### src/rtl/ui_in_debouncer.sv
// ui_in_debouncer: 2-flop sync, per-bit debounce and registered rise/fall pulses for ui_in.
// Optional latched edge flags enabled by defining DBNC_STICKY_EN.
module ui_in_debouncer #(
    parameter int               WIDTH           = 8,
    parameter int               DEBOUNCE_CYCLES = 1000,
    parameter int               CNT_W           = 16,
    parameter logic [WIDTH-1:0] RESET_VAL       = '0
) (
    input  logic             clk,
    input  logic             rst_n,
    input  logic             ena,
    input  logic [WIDTH-1:0] din,
    output logic [WIDTH-1:0] dout,
    output logic [WIDTH-1:0] rise,
    output logic [WIDTH-1:0] fall,
    output logic [WIDTH-1:0] sticky,
    input  logic [WIDTH-1:0] sticky_clr
);
    if (DEBOUNCE_CYCLES < 1 || longint'(DEBOUNCE_CYCLES) >= (longint'(1) << CNT_W)) begin : g_bad_cfg
        $error("ui_in_debouncer: DEBOUNCE_CYCLES must be >= 1 and < 2**CNT_W");
    end
    localparam logic [CNT_W-1:0] LAST = CNT_W'(DEBOUNCE_CYCLES - 1);
    logic [WIDTH-1:0] sync1_q, sync2_q, dout_q, dout_d, rise_q, fall_q;
    logic [CNT_W-1:0] cnt_q [WIDTH];
    logic [CNT_W-1:0] cnt_d [WIDTH];
    genvar i;
    for (i = 0; i < WIDTH; i++) begin : g_bit
        logic differ, settle;
        assign differ    = sync2_q[i] != dout_q[i];
        assign settle    = differ && ena && cnt_q[i] == LAST;
        assign cnt_d[i]  = (!differ || settle) ? '0 : ena ? cnt_q[i] + CNT_W'(1) : cnt_q[i];
        assign dout_d[i] = settle ? sync2_q[i] : dout_q[i];
    end
    always_ff @(posedge clk or negedge rst_n) begin
        if (!rst_n) begin
            sync1_q <= RESET_VAL;
            sync2_q <= RESET_VAL;
            dout_q  <= RESET_VAL;
            rise_q  <= '0;
            fall_q  <= '0;
            for (int k = 0; k < WIDTH; k++) cnt_q[k] <= '0;
        end else begin
            sync1_q <= din;
            sync2_q <= sync1_q;
            dout_q  <= dout_d;
            rise_q  <= dout_d & ~dout_q;
            fall_q  <= ~dout_d & dout_q;
            cnt_q   <= cnt_d;
        end
    end
    assign dout = dout_q;
    assign rise = rise_q;
    assign fall = fall_q;
`ifdef DBNC_STICKY_EN
    // A fresh edge overrides a clear arriving on the same cycle.
    logic [WIDTH-1:0] sticky_q;
    always_ff @(posedge clk or negedge rst_n) begin
        if (!rst_n) sticky_q <= '0;
        else sticky_q <= (sticky_q & ~sticky_clr) | (dout_d ^ dout_q);
    end
    assign sticky = sticky_q;
`else
    logic unused_sticky_clr;
    assign unused_sticky_clr = ^sticky_clr;
    assign sticky = '0;
`endif
endmodule

### config.mk
export PLATFORM = sky130hd
export DESIGN_NAME = ui_in_debouncer
export DESIGN_NICKNAME = d
export VERILOG_FILES = /design/src/rtl/ui_in_debouncer.sv
export SDC_FILE = /design/constraint.sdc
export NUM_CORES = 1
export LEC_CHECK = 0
export CAP_MARGIN = 15
export CORE_MARGIN = 2
export CORE_UTILIZATION = 55
export CTS_CLUSTER_DIAMETER = 60
export DETAILED_ROUTE_END_ITERATION = 6
export GPL_TIMING_DRIVEN = 0
export PLACE_DENSITY = 0.81
export SLEW_MARGIN = 5
export SYNTH_ARGS = -nofsm -noshare
export SYNTH_HDL_FRONTEND = slang
export SYNTH_SLANG_ARGS = --single-unit
### constraint.sdc
create_clock -name clk -period 3.2 [get_ports clk]
set_input_delay 0.48 -clock clk [delete_from_list [all_inputs] [get_ports clk]]
set_output_delay 0.48 -clock clk [all_outputs]
set_load 0.005 [all_outputs]
==> results of run 1 <==
==> final cells by class <==
cell class | instances | area (um^2)
clock buffers | 24 | 491.7
fillers | 1100 | 4885
repair buffers | 36 | 382.9
plain buffers | 22 | 146.4
clock inverters | 4 | 45.04
multi-input cells | 551 | 3422
inverters | 21 | 78.83
well taps | 180 | 225.2
flip-flops and latches | 168 | 4204
==> stage by stage <==
step           TNS (ps)  instance area (um^2)
2_1_floorplan         0                  7851
3_3_place_gp    -854470                  8417
3_5_place_dp          0                  8449
4_1_cts               0                  8996
5_1_grt               0                  8996
6_report              0                  8996
==> Yosys cell counts, types with 11 or more instances <==
library cell | count | area share
dfrtp_1 | 168 | 0.54
buf_4 | 11 | 0.011
xor2_1 | 33 | 0.037
nor2_1 | 139 | 0.067
nand3_1 | 24 | 0.015
nor3b_1 | 11 | 0.011
nor3_1 | 32 | 0.020
xnor2_1 | 87 | 0.097
nand2_1 | 43 | 0.021
or4_1 | 12 | 0.012
inv_1 | 21 | 0.010
nor4_1 | 40 | 0.032
nand4_1 | 42 | 0.034
==> cells in the final DEF, fill, tap and decap left out, types with 2 or more instances in the layout <==
master,Yosys,final
o21bai_1,2,2
nand3_1,24,24
nand2_1,43,43
o21ai_0,2,2
xnor2_1,87,87
nand2_4,2,2
or4_4,5,5
mux2_4,2,2
mux2i_1,8,8
o31ai_1,4,4
nand4_2,3,3
a31o_2,2,2
or4_1,12,12
nor3_1,32,32
clkinv_2,0,3
buf_4,11,11
conb_1,1,8
buf_6,2,2
clkbuf_16,0,17
and3_1,6,6
nor4_1,40,40
dfrtp_1,168,168
nor3b_1,11,11
nand4_1,42,42
nand2_2,2,2
buf_2,6,6
or2_2,5,5
mux2_2,5,5
nor2_1,139,139
ha_1,8,8
or3_1,7,7
a21o_1,2,2
clkdlybuf4s50_1,0,33
a21oi_1,8,8
clkbuf_1,1,4
xor2_1,33,33
inv_1,21,21
clkbuf_8,0,4
buf_1,2,2
==> kinds of logic after synthesis <==
family | after synthesis | share of synthesized area
simple gates | 379 | 0.2482
flops | 168 | 0.5373
xor+xnor | 120 | 0.1343
buf+inv | 43 | 0.02878
compound gates | 21 | 0.01695
mux | 15 | 0.02127
fa+ha+maj | 8 | 0.01279
other cells | 1 | 0.0004792
==> what timing repair did <==
item	CTS	global route
endpoints found under the hold margin	20	0
hold buffers	1	0
gates resized for setup	0	0
==> final timing paths <==
check	start	end	slack, ps
setup / recovery	ena	cnt_q[105]$_DFFE_PN0P_	730
hold / removal	sync1_q[2]$_DFF_PN0_	sync2_q[2]$_DFF_PN0_	340
setup reg to reg	cnt_q[96]$_DFFE_PN0P_	cnt_q[105]$_DFFE_PN0P_	1080
hold reg to reg	sync1_q[2]$_DFF_PN0_	sync2_q[2]$_DFF_PN0_	340
max in group asynchronous	rst_n	cnt_q[42]$_DFFE_PN0P_	1770
min in group asynchronous	rst_n	rise[3]$_DFF_PN0_	580
==> registers in the layout, summed over array words and instances (netlist names) <==
name and count:
cnt_q 128, sync1_q 8, dout 8, fall 8, rise 8, sync2_q 8
==> power groups by stage <==
stage	clock network [W]	logic [W]	registers [W]
6_report	0.00187	0.000180	0.00219
4_1_cts	0.00191	0.000185	0.00219
2_1_floorplan	0	0.0000964	0.00222
5_1_grt	0.00200	0.000205	0.00219
3_3_place_gp	0	0.000171	0.00222
3_5_place_dp	0	0.000181	0.00222
==> worst max-delay path: cells and delay by family <==
family	cells	cell delay, ps
AOI/OAI and AO/OA	1	460
buffers and inverters	3	1360
and+or+nand+nor	3	440
==> layer usage <==
layer / global-route usage / vias to the layer above
met4: 0.06463 / 0
met3: 0.05212 / 17
li1: - / 2711
met5: 0 / -
met1: 0.2707 / 2667
met2: 0.3214 / 94
==> results_dict.tcl, run 1 <==
set metrics [dict create \
    die_area_mm2 0.01520 \
    yosysUniqueCellTypes 42 \
    post-route-period-util 0.7719 \
    tritoncts "done" \
    netlist_area_mm2 0.007825 \
    drc_errors 0 \
    fmax_ghz 0.4048 \
    synth_cells 755 \
    cp.arrival_ps 2750 \
    outcome "finished clean" \
    drt_iter0_drc 422 \
    nets 844 \
    finish.utilization 0.6481 \
    antenna_found_initial 0 \
    slowest_stage "clkdlybuf4s50_1" \
    ys_ff_latch 168 \
    vdd_drop_max_uv 408.2 \
    area_delta_synth_final_pct 14.97 \
    die_w_um 123.3 \
    p_sw_frac 0.2086 \
    htree_levels 4 \
    relSlewSlack 0.5239 \
    dpl.cell_count 977 \
    async_flop_share 1.000 \
    holdPathStages 0 \
    setup_viol_count_final 0 \
    cts_num_sinks 168 \
    skew_ps 8.732 \
    rows 43 \
    finalHoldViolCount 0 \
    setup_ws_ps 729.8 \
    grt_max_degree 109 \
    ant_nets 0 \
    grt_setup_unrepaired "false" \
    end_kind "register" \
    power.density_mw_per_mm2 471.1 \
    synth.avg_cell_area_um2 10.36 \
    route.met2.wl_mm 6.629 \
    p_sw_w 0.0008841 \
    top_layer_used "met4" \
    drv_slew 0 \
    diodes 0 \
    crit_fanout 10 \
    cap_violations 0 \
    grt_pass1_vias 5357 \
    whs_ps 344.5 \
    ios 51 \
    drtPass1Iterations 5 \
    period_needed_ps 2470 \
    fp.coreArea_mm2 0.01388 \
    viasPerCell 5.456 \
    wl_met3_um 472 \
    wl_met1_mm 6.638 \
    tightestPinTransition_ps 714.2 \
    pre_cts_slack_ps 321.6 \
    power.internal_w 0.003354 \
    slowest_delay_ps 680 \
    cts_buffer_depth 2 \
    clk_pin_slew_worst_paths_ps 60 \
    gp_congestion 0.8098 \
    wl_per_cell_um 13.84 \
    stdcell_count 1006 \
    path_cells "clkdlybuf4s50_1 > buf_4 > and3_1 > nand3_1 > o21ai_1 > clkbuf_1 > nor2_1" \
    seq_area_frac_synth 0.5373 \
    clock_power_share 0.442 \
    cts_root_buf "clkbuf_16" \
    die_h_um 123.3 \
    cp_data_required_time_ps 3480 \
    num_vias 5489 \
    place_hpwl_mm 9.189 \
    seqPwrFrac 0.516 \
    hp-class "register to register" \
    r2r_cells 6 \
    cts_made_buffers 17 \
    drive_above_1_share 0.08717 \
    initial_core_util 0.5637 \
    io_buffers 34 \
    power_w 0.004238 \
    finalWirelength_mm 13.92 \
    p_comb_frac 0.042 \
    grt-ovfl-total 0 \
    p_leak_nw 3.718 \
    yosysWarnings 0 \
    synthFlopType "dfrtp_1" \
    path_class "input pin to register" \
    track_usage 0.2014 \
    grt_pass1_wl_mm 24.30 \
    synth_edf_count 0 \
    start_kind "input pin" \
    cts_setup_buffers 0 \
    clk_latency_ps 420 \
]
Note: power is estimated with default switching activity, not from simulation.
==> inputs of run 2 (changes only) <==
--- a/config.mk
+++ b/config.mk
@@ -7,11 +7,11 @@
 export LEC_CHECK = 0
 export CAP_MARGIN = 15
 export CORE_MARGIN = 2
-export CORE_UTILIZATION = 55
+export CORE_UTILIZATION = 53
 export CTS_CLUSTER_DIAMETER = 60
 export DETAILED_ROUTE_END_ITERATION = 6
 export GPL_TIMING_DRIVEN = 0
-export PLACE_DENSITY = 0.81
+export PLACE_DENSITY = 0.82
 export SLEW_MARGIN = 5
 export SYNTH_ARGS = -nofsm -noshare
 export SYNTH_HDL_FRONTEND = slang
==> constraint.sdc (replaced) <==
create_clock -name clk -period 2.2 [get_ports clk]
set_input_delay 0.33 -clock clk [delete_from_list [all_inputs] [get_ports clk]]
set_output_delay 0.33 -clock clk [all_outputs]
set_load 0.005 [all_outputs]
==> run 2 against run 1 <==
Design area up 1.6%. Flip-flop and latch count unchanged. Global-route usage decreased by 0.98 points. Clock skew fell by 3.4 ps. Critical endpoint is now cnt_q[41]$_DFFE_PN0P_. Largest power group unchanged.
==> results_dict.tcl, run 2 (synthesis results as in run 1) <==
set metrics [dict create \
    outcome "finished clean" \
    drtPass1Iterations 4 \
    critPathBufInv 1 \
    crit_start "cnt_q[35]$_DFFE_PN0P_" \
    place_hpwl_mm 9.264 \
    tritoncts "done" \
    viasPerCell 5.473 \
    fmax_ghz 0.4898 \
    start_kind "register" \
    path_class "register to register" \
    skew_ps 5.299 \
    slowest_delay_ps 550 \
    io_buffers 34 \
    drt_iter0_drc 411 \
    worstReg2RegStart "cnt_q[35]$_DFFE_PN0P_" \
    grt_pass1_wl_mm 24.73 \
    crit_fanout 10 \
    grt_max_degree 122 \
    most-common-layout-cells "168 x dfrtp_1, 139 x nor2_1, 87 x xnor2_1, 43 x nand2_1, 42 x nand4_1" \
    setup_viol_count_final 0 \
    diodes 0 \
    die_area_mm2 0.01575 \
    top_layer_used "met4" \
    gp_congestion 0.7894 \
    antenna_found_initial 0 \
    vdd_drop_max_uv 560.8 \
    num_vias 5561 \
    cp-endpoint "cnt_q[41]$_DFFE_PN0P_" \
    power_w 0.006522 \
    die_h_um 125.5 \
    post-route-period-util 0.9280 \
    fp.coreArea_mm2 0.01448 \
    design_area_mm2 0.009141 \
    route.met2.wl_mm 6.880 \
    cts_num_sinks 168 \
    drv_slew 0 \
    cts_buffer_depth 2 \
    r2r-end "cnt_q[41]$_DFFE_PN0P_" \
    p_leak_nw 3.796 \
    whs_ps 337.7 \
    finalHoldViolCount 0 \
    largest_register "cnt_q" \
    stdcell_count 1016 \
    timing.setup.tns_ps 0 \
    area_delta_synth_final_pct 16.82 \
    drc_errors 0 \
    tightestPinTransition_ps 600.7 \
    period_needed_ps 2042 \
    relSlewSlack 0.5996 \
    cap_violations 0 \
    wl_per_cell_um 13.78 \
    drive_above_1_share 0.1058 \
    grt-ovfl-total 0 \
    die_w_um 125.5 \
    initial_core_util 0.5404 \
    layout_commonest_cell "dfrtp_1" \
    r2r_setup_slack_ps 160 \
    nets 846 \
    cts_root_buf "clkbuf_16" \
    grt_setup_unrepaired "false" \
    path_delay_family "simple AND/OR/NAND/NOR gates" \
    cp.arrival_ps 2350 \
    cp_data_required_time_ps 2510 \
    cp.depth 5 \
    fillers 1102 \
    largest_register_ffs 128 \
    grt_pass1_vias 5411 \
    cts_made_buffers 17 \
    ios 51 \
    path_cells "or4_1 > or4_4 > nand2_2 > buf_4 > nor2_1" \
    wl_met1_mm 6.437 \
    ant_nets 0 \
    rows 44 \
    track_usage 0.1916 \
    hp-class "input pin to register" \
    slowest_stage "or4_1" \
    end_kind "register" \
    clk_latency_ps 430 \
    wl_met3_um 520 \
    dpl.cell_count 981 \
    place_area_mm2 0.008454 \
    r2r_cells 5 \
    clk_pin_slew_worst_paths_ps 60 \
    finalWirelength_mm 14.00 \
    power.density_mw_per_mm2 713.5 \
    htree_levels 4 \
]
## run 2: changes by cell type in the layout (fill, tap and decap cells not counted), sizes merged
cell	before	now
buf	23	24
bufinv	1	3
clkbuf	25	26
clkdlybuf4s50	33	32
clkinv	3	5
dlymetal6s2s	0	1
## run 2: worst min-delay path by stage
stage                              start  cells after the start                   end
global route                      din[3]                      1  sync1_q[3]$_DFF_PN0_
CTS                               din[3]                      1  sync1_q[3]$_DFF_PN0_
global placement    sync1_q[3]$_DFF_PN0_                      0  sync2_q[3]$_DFF_PN0_
detailed placement                 rst_n                      1     rise[3]$_DFF_PN0_
finish                            din[3]                      1  sync1_q[3]$_DFF_PN0_
floorplan                          rst_n                      0  cnt_q[0]$_DFFE_PN0P_
## run 2: cell type report
class / instances / area [um^2] / share of cell area
plain buffers: 22 / 148.9 / 0.01629
repair buffers: 38 / 400.4 / 0.04380
well taps: 184 / 230.2 / 0.02518
multi-input cells: 551 / 3452 / 0.3776
clock inverters: 8 / 115.1 / 0.01259
inverters: 21 / 78.83 / 0.008623
flip-flops and latches: 168 / 4204 / 0.4599
clock buffers: 24 / 511.7 / 0.05598
## run 2: per-layer routing
layer / vias to the layer above / GRT usage
li1: 2728 / -
met1: 2731 / 0.2468
met2: 88 / 0.3154
met3: 14 / 0.05306
met4: 0 / 0.06275
met5: - / 0
## run 2: power by group
part	leakage (nW)	switching [W]	internal [W]
Sequential	2.30	0.0000434	0.00314
Combinational	1.18	0.000163	0.0000978
Clock	0.316	0.00113	0.00196
Total	3.80	0.00133	0.00519
## run 2: worst reg2reg max path, cell delays in order (launching register included)
cell	delay, ps
dfrtp_1	430
or4_1	550
or4_4	530
nand2_2	160
buf_4	200
nor2_1	60
## run 2: repair_timing
action / CTS / global route
hold buffers: 1 / 0
endpoints found under the hold margin: 47 / 0
setup endpoints to repair: 33 / 78
resized for setup: 6 / 3
setup buffers: 2 / 0
pin swaps: 1 / 0
## run 2: per-stage QoR
step / utilization / setup slack (ps)
2_1_floorplan: - / 278.5
3_3_place_gp: 0.5817 / -5833
3_5_place_dp: 0.5839 / -601.4
4_1_cts: 0.6308 / 14.52
5_1_grt: 0.6314 / 2.873
6_report: 0.6314 / 158.5
==> inputs of run 3 (changes only) <==
--- a/config.mk
+++ b/config.mk
@@ -12,6 +12,7 @@
 export DETAILED_ROUTE_END_ITERATION = 6
 export GPL_TIMING_DRIVEN = 0
 export PLACE_DENSITY = 0.82
+export REMOVE_ABC_BUFFERS = 1
 export SLEW_MARGIN = 5
 export SYNTH_ARGS = -nofsm -noshare
 export SYNTH_HDL_FRONTEND = slang
==> run 3 against run 2 <==
Global-route usage shrank 0.11 points. Critical path depth shrank 1. Die area stayed put. Design area shrank 1.5%. Routed wire length is 0.61% lower. Count of clock-buffer cells in the layout shrank 2. Core utilization down 0.95 points. Clock skew barely moved. Largest cell class unchanged.
==> results_dict.tcl, run 3 (synthesis results as in run 1) <==
set metrics [dict create \
    die_h_um 125.5 \
    gp_congestion 0.7924 \
    ant_nets 0 \
    tritoncts "done" \
    skew_ps 5.245 \
    grt_pass1_wl_mm 24.82 \
    diodes 0 \
    cp_data_required_time_ps 2490 \
    drive_above_1_share 0.07683 \
    clk_latency_ps 420 \
    layout_commonest_cell "dfrtp_1" \
    most-common-layout-cells "168 x dfrtp_1, 139 x nor2_1, 87 x xnor2_1, 43 x nand2_1, 42 x nand4_1" \
    cts_root_buf "clkbuf_16" \
    tightestPinTransition_ps 621.6 \
    finalHoldViolCount 0 \
    largest_register "cnt_q" \
    holdPathStages 1 \
    finalWirelength_mm 13.92 \
    whs_ps 340.5 \
    track_usage 0.1905 \
    antenna_found_initial 0 \
    cap_violations 0 \
    grt-ovfl-total 0 \
    power.density_mw_per_mm2 744.5 \
    largest_register_ffs 128 \
    outcome "finished clean" \
    vdd_drop_max_uv 561.6 \
    relSlewSlack 0.5853 \
    grt_setup_unrepaired "false" \
    fmax_ghz 0.4940 \
    nets 823 \
    htree_levels 4 \
    cts_setup_buffers 0 \
    path_class "register to register" \
    period_needed_ps 2024 \
    place_hpwl_mm 8.497 \
    clk_pin_slew_worst_paths_ps 60 \
    viasPerCell 5.479 \
    setup_ws_ps 175.7 \
    r2r_cells 4 \
    end_kind "register" \
    drtPass1Iterations 5 \
    cp.arrival_ps 2320 \
    fp.coreArea_mm2 0.01448 \
    r2r_setup_slack_ps 180 \
    crit_fanout 16 \
    post-route-period-util 0.9202 \
    drc_errors 0 \
    hp-class "input pin to register" \
    cts_made_buffers 17 \
    cts_buffer_depth 2 \
    drt_iter0_drc 387 \
    grt_max_degree 118 \
    die_w_um 125.5 \
    rows 44 \
    start_kind "register" \
    area_delta_synth_final_pct 15.06 \
    grt_pass1_vias 5388 \
    num_vias 5430 \
    wl_per_cell_um 14.04 \
    cts_num_sinks 168 \
    pre_cts_slack_ps -285.5 \
    finish.utilization 0.6218 \
    io_buffers 34 \
    ios 51 \
    die_area_mm2 0.01575 \
    initial_core_util 0.5404 \
    setup_viol_count_final 0 \
    p_leak_nw 3.687 \
    drv_slew 0 \
]
[run 3: cell count changes in the layout (fill, tap and decap cells not counted), sizes merged]
cell	before	now
buf	24	4
clkinvlp	0	1
clkinv	5	2
clkbuf	26	22
bufinv	3	5
dlymetal6s2s	1	0
[run 3: path summary, 6_finish.rpt]
kind	start	end
max	cnt_q[67]$_DFFE_PN0P_	cnt_q[65]$_DFFE_PN0P_
min	din[5]	sync1_q[5]$_DFF_PN0_
max reg2reg	cnt_q[67]$_DFFE_PN0P_	cnt_q[65]$_DFFE_PN0P_
min reg2reg	sync1_q[0]$_DFF_PN0_	sync2_q[0]$_DFF_PN0_
max in group asynchronous	rst_n	sync2_q[5]$_DFF_PN0_
min in group asynchronous	rst_n	cnt_q[93]$_DFFE_PN0P_
[run 3: area by class of cell]
| type | count | area, um^2 |
|---|---|---|
| multi-input cells | 551 | 3441 |
| clock buffers | 22 | 484.2 |
| clock inverters | 8 | 167.7 |
| flip-flops and latches | 168 | 4204 |
| fillers | 1135 | 5475 |
| inverters | 21 | 78.83 |
| repair buffers | 37 | 397.9 |
| well taps | 184 | 230.2 |
[run 3: repair_timing]
item / 4_1_cts / 5_1_grt
setup endpoints to repair: 31 / 18
hold endpoints to repair: 51 / 0
gates resized for setup: 2 / 2
hold buffers: 1 / 0
[run 3: per-stage QoR]
stage / TNS (ps) / instance area [um^2] / total power, W / std cells
after CTS: 0 / 8992 / 0.006770 / 991
after detailed placement: -7732 / 8323 / 0.003467 / 960
final: 0 / 9004 / 0.006703 / 991
after floorplan: 0 / 7705 / 0.003332 / 740
after global routing: 0 / 9004 / 0.006939 / 991
after global placement: -1243990 / 8275 / 0.003453 / 958
[run 3: where the power goes]
part           switching (W)  internal, W
logic               0.000154    0.0000807
clock network        0.00117      0.00212
registers          0.0000437      0.00314
[run 3: metal layers]
layer	vias to the layer above	GRT usage	wire (um)
met3	27	0.04750	362
li1	2679	-	-
met2	91	0.2970	6704
met1	2633	0.2560	6511
met5	-	0	0
met4	0	0.08105	337
[run 3: worst max-delay path: stages, from the launching register on]
cell and delay, ps:
dfrtp_1 420, or4_1 550, nor4_1 310, a21o_1 500, nor2_1 100
==> edit: new RTL, flow settings as in run 2 <==
The parameter `CNT_W` goes from 16 to 32.
--- a/src/rtl/ui_in_debouncer.sv
+++ b/src/rtl/ui_in_debouncer.sv
@@ -4,5 +4,5 @@
     parameter int               WIDTH           = 8,
     parameter int               DEBOUNCE_CYCLES = 1000,
-    parameter int               CNT_W           = 16,
+    parameter int               CNT_W           = 32,
     parameter logic [WIDTH-1:0] RESET_VAL       = '0
 ) (
Behaviour: same outputs for any inputs over 10 cycles, from zero or initial values and one cycle with rst_n low; that may be too few to reach the edited logic, so the function may still have changed.
==> edit against run 2 <==
Synthesized area increased by 91%. Maximum frequency fell by 3.8%. Non-clock buffer count is 47 higher. Final area up 87%. Power increased by 73%. Sequential cell count up 128. Routed wire length up 120%. Setup slack worse by 0.081 ns. Via count up 100%. Critical endpoint is now cnt_q[65]. Largest cell class unchanged.
==> edit: results (changes against run 2) <==
CTS max path bufs 3 (+1); initial DRC count 839 (+100%); Via density 5.63 (+2.8%); first-pass GRT wire length 52800 um (+110%); number of H-tree levels 1 (-3); Avg WL per Cell 15.0 um (+9.0%); met3 WL 1230 um (+140%); clk_lat worst skew 0.56 ns (+0.13 ns); Setup Skew 0.0183 ns (+0.0130 ns); syn avg cell area 9.66 sq um (-6.8%); Routed WL 30400 um (+120%); crit path max-delay cell type or4_4; max reg flops 256 (+100%); Seq/Total Area, Yosys 49.6% (-4.2 points); Initial DRT Pass Iterations 5 (+1); Netlist cell types 55 (+31%); post-detail-place hpwl 20200 um (+120%); Least-Margin Pin Slew 0.906 ns (+0.305 ns); Critical path origin cnt_q[67]; synth top area cells dfrtp_1 50%, xnor2_1 8.8%, nor2_1 7.5%; vias in the first global route 11200 (+110%); layout cells sized above 1 10.1% (-0.49 points); outcome finished clean; Layout Nets 1649 (+95%); gr usage total 21.3% (+2.1 points); Place WS -0.945 ns (-0.344 ns); leakage 7.05 nW (+86%); Hold Crit Start din[5]; Inst Count DP 1968 (+100%)
edit: cell count changes after synthesis, sizes merged, moves of 35 or more:
cell and delta:
dfrtp +128, nand2 +48, nand3 +58, nand4 +35, nor2 +164, nor4 +67
xnor2 +64, xor2 +64
edit: kinds of logic (layout without fill, tap and decap cells):
kind of cell,after synthesis,after routing,share of synthesized area (%)
XOR/XNOR,248,248,14.5
multiplexers,16,16,1.14
AO/OA/AOI/OAI,17,17,0.661
buffers and inverters,107,199,3.21
flip-flops,296,296,49.6
other,1,8,0.0251
adder cells (fa/ha/maj),8,8,0.670
AND/OR/NAND/NOR,854,854,30.2
edit: where the power goes:
| part | internal, mW | leakage (nW) | switching [mW] |
|---|---|---|---|
| registers | 5.49 | 4.09 | 0.0442 |
| clock network | 3.23 | 0.517 | 2.16 |
| logic | 0.115 | 2.44 | 0.251 |
| total | 8.83 | 7.05 | 2.46 |
edit: cell type report:
class                      count  area, sq um
fill                        2243        10700
clock buffer                  41          863
clock inverter                16          199
buffer                        69          363
tap                          378          473
inverter                      35          131
multi-input combinational   1151         7210
sequential                   296         7410
timing repair buffer          38          418
edit: final timing paths:
kind,endpoint,slack [ns],cells past startpoint
max in group asynchronous,sync2_q[0],0.88,3
worst max-delay path,cnt_q[65],0.08,6
worst min-delay path,sync1_q[5],0.22,1
worst max register to register,cnt_q[65],0.08,6
worst min register to register,sync2_q[5],0.35,0
min in group asynchronous,cnt_q[24],0.34,2
edit: timing repair:
item                                    CTS  global route
resized for setup                        11            33
buffers inserted                          0             1
hold endpoints to repair                 80             0
pin swaps                                 0             2
endpoints found under the setup margin  189           157
hold buffers                              1             0
edit: stage by stage:
step | power [mW] | area (sq um) | utilization [%]
after floorplan | 5.80 | 15000 | -
after global placement | 5.98 | 15800 | 56.8
after detailed placement | 6.00 | 15800 | 57.0
after CTS | 11.4 | 16900 | 61.0
after global routing | 11.7 | 17100 | 61.4
final | 11.3 | 17100 | 61.4
edit: metal layers:
metal	up-vias	track usage, %
met1	5610	29.2
met2	239	35.7
met4	0	5.37
met3	61	3.20
li1	5475	-
met5	-	0
